==> config.mk <==
export PLATFORM = sky130hd
export DESIGN_NAME = llc_rr_arbiter
export DESIGN_NICKNAME = d
export VERILOG_FILES = /design/src/rtl/llc_rr_arbiter.sv
export SDC_FILE = /design/constraint.sdc
export NUM_CORES = 1
export LEC_CHECK = 0
export BUFFER_PORTS_ARGS = -buffer_cell sky130_fd_sc_hd__buf_4
export CAP_MARGIN = 10
export CELL_PAD_IN_SITES_DETAIL_PLACEMENT = 1
export CELL_PAD_IN_SITES_GLOBAL_PLACEMENT = 2
export CORE_MARGIN = 2
export CORE_UTILIZATION = 30
export CTS_CLUSTER_DIAMETER = 100
export DETAILED_ROUTE_END_ITERATION = 16
export PLACE_DENSITY = 0.78
export RECOVER_POWER = 100
export SLEW_MARGIN = 0
export SYNTH_ARGS = -nofsm -noshare
export SYNTH_HDL_FRONTEND = slang
export SYNTH_SLANG_ARGS = --single-unit
==> constraint.sdc <==
create_clock -name clk -period 2.09 [get_ports clk]
set_input_delay 0 -clock clk [delete_from_list [all_inputs] [get_ports clk]]
set_output_delay 0 -clock clk [all_outputs]
set_load 0.01 [all_outputs]
==> src/rtl/llc_rr_arbiter.sv <==
// rtl/llc_rr_arbiter.sv - round-robin arbiter with grant lock and optional watchdog release
// pri_enc_half returns the lowest set index of its input vector.

module pri_enc_half #(
    parameter int WIDTH     = 8,
    parameter int LOG_WIDTH = 3
) (
    input  logic [WIDTH-1:0]     in_vec,
    output logic [LOG_WIDTH-1:0] idx,
    output logic                 found
);

    always_comb begin
        idx   = '0;
        found = 1'b0;
        for (int i = WIDTH - 1; i >= 0; i--) begin
            if (in_vec[i]) begin
                idx   = LOG_WIDTH'(i);
                found = 1'b1;
            end
        end
    end

endmodule

module llc_rr_arbiter #(
    parameter int WIDTH     = 8,
    parameter int LOG_WIDTH = 3,
    parameter int TIMEOUT   = 0,
    parameter int TO_WIDTH  = 8
) (
    input  logic                 clk,
    input  logic                 rst,
    input  logic [WIDTH-1:0]     req,
    input  logic                 res_ready,
    input  logic                 done,
    output logic [WIDTH-1:0]     gnt,
    output logic [LOG_WIDTH-1:0] gnt_idx,
    output logic                 gnt_valid,
    output logic                 timeout
);

    typedef enum logic {IDLE, BUSY} state_t;

    localparam logic [TO_WIDTH-1:0]  WDOG_LAST = TO_WIDTH'((TIMEOUT == 0) ? 0 : TIMEOUT - 1);
    localparam logic [LOG_WIDTH-1:0] IDX_LAST  = LOG_WIDTH'(WIDTH - 1);

    state_t               state_q, state_d;
    logic [WIDTH-1:0]     gnt_q, gnt_d;
    logic [LOG_WIDTH-1:0] gnt_idx_q, gnt_idx_d;
    logic                 gnt_valid_q, gnt_valid_d;
    logic                 timeout_q, timeout_d;
    logic [LOG_WIDTH-1:0] ptr_q, ptr_d;
    logic [TO_WIDTH-1:0]  wdog_q, wdog_d;

    logic [WIDTH-1:0]     mask;
    logic [LOG_WIDTH-1:0] mask_idx, all_idx, win, next_ptr;
    logic                 mask_found, all_found;

    // Requesters at or above the pointer get first chance; otherwise wrap to the lowest.
    always_comb begin
        mask = '0;
        for (int i = 0; i < WIDTH; i++) begin
            mask[i] = req[i] && (i >= int'(ptr_q));
        end
    end

    pri_enc_half #(.WIDTH(WIDTH), .LOG_WIDTH(LOG_WIDTH)) u_enc_mask (
        .in_vec (mask),
        .idx    (mask_idx),
        .found  (mask_found)
    );

    pri_enc_half #(.WIDTH(WIDTH), .LOG_WIDTH(LOG_WIDTH)) u_enc_all (
        .in_vec (req),
        .idx    (all_idx),
        .found  (all_found)
    );

    assign win      = mask_found ? mask_idx : all_idx;
    assign next_ptr = (gnt_idx_q == IDX_LAST) ? '0 : gnt_idx_q + LOG_WIDTH'(1);

    always_comb begin
        state_d     = state_q;
        gnt_d       = gnt_q;
        gnt_idx_d   = gnt_idx_q;
        gnt_valid_d = gnt_valid_q;
        timeout_d   = 1'b0;
        ptr_d       = ptr_q;
        wdog_d      = wdog_q;
        case (state_q)
            IDLE: begin
                if (all_found && res_ready) begin
                    state_d     = BUSY;
                    gnt_d       = WIDTH'(1) << win;
                    gnt_idx_d   = win;
                    gnt_valid_d = 1'b1;
                    wdog_d      = '0;
                end
            end
            BUSY: begin
                if (done) begin
                    state_d     = IDLE;
                    gnt_d       = '0;
                    gnt_valid_d = 1'b0;
                    ptr_d       = next_ptr;
                end else if (TIMEOUT != 0 && wdog_q == WDOG_LAST) begin
                    state_d     = IDLE;
                    gnt_d       = '0;
                    gnt_valid_d = 1'b0;
                    timeout_d   = 1'b1;
                    ptr_d       = next_ptr;
                end else if (wdog_q != '1) begin
                    wdog_d = wdog_q + TO_WIDTH'(1);
                end
            end
            default: state_d = IDLE;
        endcase
    end

    always_ff @(posedge clk or negedge rst) begin
        if (!rst) begin
            state_q     <= IDLE;
            gnt_q       <= '0;
            gnt_idx_q   <= '0;
            gnt_valid_q <= 1'b0;
            timeout_q   <= 1'b0;
            ptr_q       <= '0;
            wdog_q      <= '0;
        end else begin
            state_q     <= state_d;
            gnt_q       <= gnt_d;
            gnt_idx_q   <= gnt_idx_d;
            gnt_valid_q <= gnt_valid_d;
            timeout_q   <= timeout_d;
            ptr_q       <= ptr_d;
            wdog_q      <= wdog_d;
        end
    end

    assign gnt       = gnt_q;
    assign gnt_idx   = gnt_idx_q;
    assign gnt_valid = gnt_valid_q;
    assign timeout   = timeout_q;

    a_gnt_onehot: assert property (@(posedge clk) disable iff (!rst) $onehot0(gnt_q));
    a_gnt_valid:  assert property (@(posedge clk) disable iff (!rst) gnt_valid_q == (|gnt_q));
    a_timeout:    assert property (@(posedge clk) disable iff (!rst) timeout_q |-> $past(state_q) == BUSY);

endmodule
# == Word level (Yosys, flattened, before mapping) ==
# Cells that the tools add are included.
# word_totals
register_bits,16
wordCells,70
# op_classes
n_addsub,1
n_lt_le_gt_ge,7
n_eq_ne,3
shift,1
muxes,41
bitwise_logic,1
n_reduce_logical,11
# op_table
op,n
two-way mux 3 bit,17
two-way mux 1 bit,19
two-way mux 8 bit,2
case mux 8 bit (2 select lines),1
">= comparator 3 bit, first input constant",3
logical AND 1 bit,8
"left shift 1 x 3 -> 8 bit, first input constant",1
">= comparator 1 x 3 -> 1 bit, first input constant",2
">= comparator 2 x 3 -> 1 bit, first input constant",2
AND reduction 2 bit,3
"!= test 2 bit, second input constant",2
case mux 1 bit (2 select lines),2
"adder 3 x 1 -> 3 bit, second input constant",1
"== test 3 bit, second input constant",1
NOT 1 bit,1

# == Logic depth before layout (Yosys ltp) ==
# logic_depth
ltp_word,13
depth_mapped,7

# == Cells and area by module ==
# From an unflattened synthesis, not the netlist that was laid out.
# hier_totals
cells_unflattened,91
hier_area_um2,913.4
# by_module_without_submodules
mod,instances,cells_each,area_each_um2
llc_rr_arbiter,1,65,753.2
pri_enc_half,2,13,80.1

# == Worst setup path before layout ==
# OpenSTA, ideal clock, no wires.
# synth_path
kind,register to register
from,reg ptr_q[2]
to,reg gnt_q[4] (netlist: gnt[4])
setup_ns,0.122
arrival_time_ns,1.499
required_time_ns,1.968
path_slack_ns,0.469
stages_incl_launch_ff,7
path_buffers,1
synth_period_minus_slack_ns,1.621
path_cell_list,dfrtp_1 > buf_4 > nand3_2 > a221o_1 > o211ai_2 > nor2_1 > a32o_1
# synth_via
elab_chain_len,13
word_cells_on_any_way,32
cone_classes,order compare (7); shift (1); mux (17); reduce/logical (7)
# synth_lines
item,line_no,rtl
"start, declared",53,"logic [LOG_WIDTH-1:0] ptr_q, ptr_d;"
"start signal, assigned",136,ptr_q <= ptr_d;
>= comparator 3 bit,64,mask[i] = req[i] && (i >= int'(ptr_q));
logical AND 1 bit,64,
two-way mux 3 bit / two-way mux 1 bit (equally long branches) (7 in a row),17,if (in_vec[i]) begin
two-way mux 3 bit *,80,assign win = mask_found ? mask_idx : all_idx;
left shift 1 x 3 -> 8 bit *,95,gnt_d = WIDTH'(1) << win;
two-way mux 8 bit *,93,if (all_found && res_ready) begin
case mux 8 bit (2 select lines) *,91,case (state_q)
"end signal, assigned",132,gnt_q <= gnt_d;
"end, declared",49,"logic [WIDTH-1:0] gnt_q, gnt_d;"
# Every way passes the cells marked *; elsewhere a longest branch is shown, timed or not. The select of a mux whose other input is x is not followed.
# A chain may end at the register's enable or synchronous reset.

# == Worst setup path in the final report ==
# Same ends and word-level chain as after synthesis.

==> impl_metrics.env <==
export IMPL_fp_coreArea_sq_mm=0.00303
export IMPL_rows=20
export IMPL_netSwitchingFraction_pct=43.4
export IMPL_rrSetupSlack_ns=0.15
export IMPL_root_buffer="clkbuf_4"
export IMPL_drt_wl_total_mm=2.60
export IMPL_synth_top_cell_area_share_pct=42.6
export IMPL_clock_sinks=16
export IMPL_die_x_um=60.0
export IMPL_cts_htree_levels=1
export IMPL_avgSynthCellArea_sq_um=9.40
export IMPL_cp_start_kind="flip-flop"
export IMPL_tightestPinTransition_ns=0.901
export IMPL_cp_arrival_ns=2.14
export IMPL_rsz0062_at_grt="no"
export IMPL_worstPathRequired_ns=2.28
export IMPL_clk_pin_slew_ns=0.11
export IMPL_period_needed_ns=1.94
export IMPL_final_net_count=141
export IMPL_grt_start_max_net_pins=17
export IMPL_finClkSkew_ns=0.00805
export IMPL_ys_ff_latch=16
export IMPL_viasPerCell=5.05
export IMPL_fillCellCount=378
export IMPL_synth_distinct_cells=38
export IMPL_syn_area_sq_um=940
export IMPL_yosys_area_top_type="dfrtp_1"
export IMPL_first_iter_violations=57
export IMPL_max_slew_margin_pct=39.9
export IMPL_synth_edff_count=0
export IMPL_place_gp_congestion=0.707
export IMPL_wl_per_cell_um=15.3
export IMPL_pwr_share_comb_pct=43.8
export IMPL_io_pins=25
export IMPL_yosys_top_cells_count="16 x dfrtp_1, 16 x nand2_1, 7 x nor2_1"
export IMPL_path_max_fanout=9
export IMPL_grt_pass1_vias=838
export IMPL_grt_usage_pct=15.0
export IMPL_portBuffers=23
export IMPL_p_leak_nw=0.502
export IMPL_yosys_warnings=0
export IMPL_path_class="reg2reg"
export IMPL_maxCapViolations=0
export IMPL_finalMaxSlewViolations=0
export IMPL_fin_crit_sh_pct=93.0
export IMPL_syn2layout_area_growth_pct=22.0
export IMPL_drive_above_1_share_pct=15.9
export IMPL_initial_core_util_pct=31.0
export IMPL_vdd_drop_max_v=0.000466
export IMPL_finalPower_mw=1.34
export IMPL_drc=0
export IMPL_synth_cells=100
export IMPL_syn_nets=114
export IMPL_grt_pass1_wl_mm=4.00
export IMPL_async_reset_ff_share_pct=100
export IMPL_powerDensity_mw_per_mm2=1170
export IMPL_ys_seq_area_share_pct=42.6
export IMPL_firstDrtPassIters=4
export IMPL_utilization_pct=37.9
export IMPL_clock_latency_ns=0.30
export IMPL_synth_ff_type="dfrtp_1"
export IMPL_timing_setup_tns_ns=0
export IMPL_clockBufferDepth=2
export IMPL_p_switching_mw=0.582
export IMPL_end_kind="flip-flop"
export IMPL_status="finished, final reports clean"
export IMPL_cts_tree="built"
export IMPL_yosys_top_cells_area="dfrtp_1 43%, nand2_1 6.4%, nor2_1 2.8%"
export IMPL_dp_hpwl_mm=1.92
export IMPL_setup_viol=0
export IMPL_design_die_area_sq_mm=0.00360
export IMPL_p_int_mw=0.760
export IMPL_seqPwrFrac_pct=40.3
export IMPL_hp_class="in2reg"
export IMPL_instances_no_fill=170
export IMPL_fmax_mhz=514
export IMPL_antenna_found_initial=0
export IMPL_hold_violations=0
export IMPL_diodes=0
export IMPL_dr_total_vias=859
export IMPL_die_y_um=60.0
export IMPL_place_inst=164
export IMPL_clock_power_share_pct=15.9
export IMPL_cts_buffers=3
export IMPL_overflow=0
export IMPL_final_antenna_net_count=0
==> final cells by class <==
| class | instances | area, sq um | area share, % |
|---|---|---|---|
| multi-input cells | 78 | 503 | 43.9 |
| flip-flops and latches | 16 | 400 | 34.9 |
| repair buffers | 26 | 144 | 12.6 |
| well taps | 44 | 55.1 | 4.80 |
| clock buffers | 4 | 36.3 | 3.17 |
| inverters | 2 | 7.51 | 0.655 |
==> state kept, by name (all words and copies together) (netlist names) <==
register	count
gnt	8
gnt_idx	3
ptr_q	3
gnt_valid	1
state_q	1
==> cell usage in the layout (no fill, tap or decap), types with 2 or more instances in the layout <==
cell type	instances
nand3_1	2
a21oi_1	4
nor2b_1	3
ha_1	2
nand2_1	16
inv_1	2
and2b_1	2
mux2_2	2
o31ai_1	3
dfrtp_1	16
nor2_1	7
o21bai_1	3
a22o_1	2
nor4_1	2
buf_4	9
nand2b_1	4
a21boi_0	2
clkbuf_4	3
o21ai_0	5
dlygate4sd3_1	2
a32o_1	2
o22ai_1	2
clkbuf_1	15
==> layer usage <==
metal / routed length (um) / share of wire, % / vias to the layer above / global-route usage (%)
met2: 1220 / 47 / 28 / 23.8
met4: 50 / 1.9 / 0 / 5.08
li1: - / - / 413 / -
met3: 111 / 4.3 / 6 / 2.16
met1: 1220 / 47 / 412 / 20.8
met5: 0 / 0 / - / 0
==> repair_timing <==
action	4_1_cts	5_1_grt
gates resized for setup	0	0
hold buffers	2	0
buffers inserted	0	0
endpoints found under the hold margin	17	0
==> kinds of logic (layout without fill, tap and decap cells) <==
logic type | Yosys count | count (layout) | synth area share [%]
compound gates | 32 | 32 | 26.1
other cells | 1 | 1 | 0.399
mux | 3 | 3 | 3.46
buf+inv | 6 | 32 | 3.33
simple gates | 40 | 40 | 21.4
flops | 16 | 16 | 42.6
fa+ha+maj | 2 | 2 | 2.66
==> power by group through the flow <==
stage / sequential, mW / combinational [mW] / clock (mW)
after floorplan: 0.543 / 0.384 / 0
after global placement: 0.545 / 0.650 / 0
after detailed placement: 0.551 / 0.665 / 0
after CTS: 0.547 / 0.670 / 0.218
after global routing: 0.560 / 0.647 / 0.224
final: 0.540 / 0.588 / 0.214
==> through the flow <==
step | hold WS (ns) | setup slack, ns | cell area [sq um]
after CTS | 0.100 | 0.192 | 1210
final | 0.212 | 0.145 | 1150
after global routing | 0.233 | 0.0509 | 1150
after global placement | -0.126 | 0.243 | 1150
after detailed placement | -0.124 | 0.209 | 1150
after floorplan | -0.296 | 0.469 | 940
==> final timing paths <==
check,to,start,cells after the start
max,gnt[4],ptr_q[2],5
min,gnt[7],req[3],4
max reg2reg,gnt[4],ptr_q[2],5
min reg2reg,gnt[1],gnt[1],2
max in group asynchronous,ptr_q[0],rst,2
min in group asynchronous,gnt[0],rst,2
==> worst max-delay path, stage by stage (launching register included) <==
cell and delay (ns):
dfrtp_1 0.52, nand3_1 0.17, a221o_1 0.43, o211ai_2 0.32, nor2_1 0.12, a32o_1 0.29
Note: power is estimated with default switching activity, not from simulation.
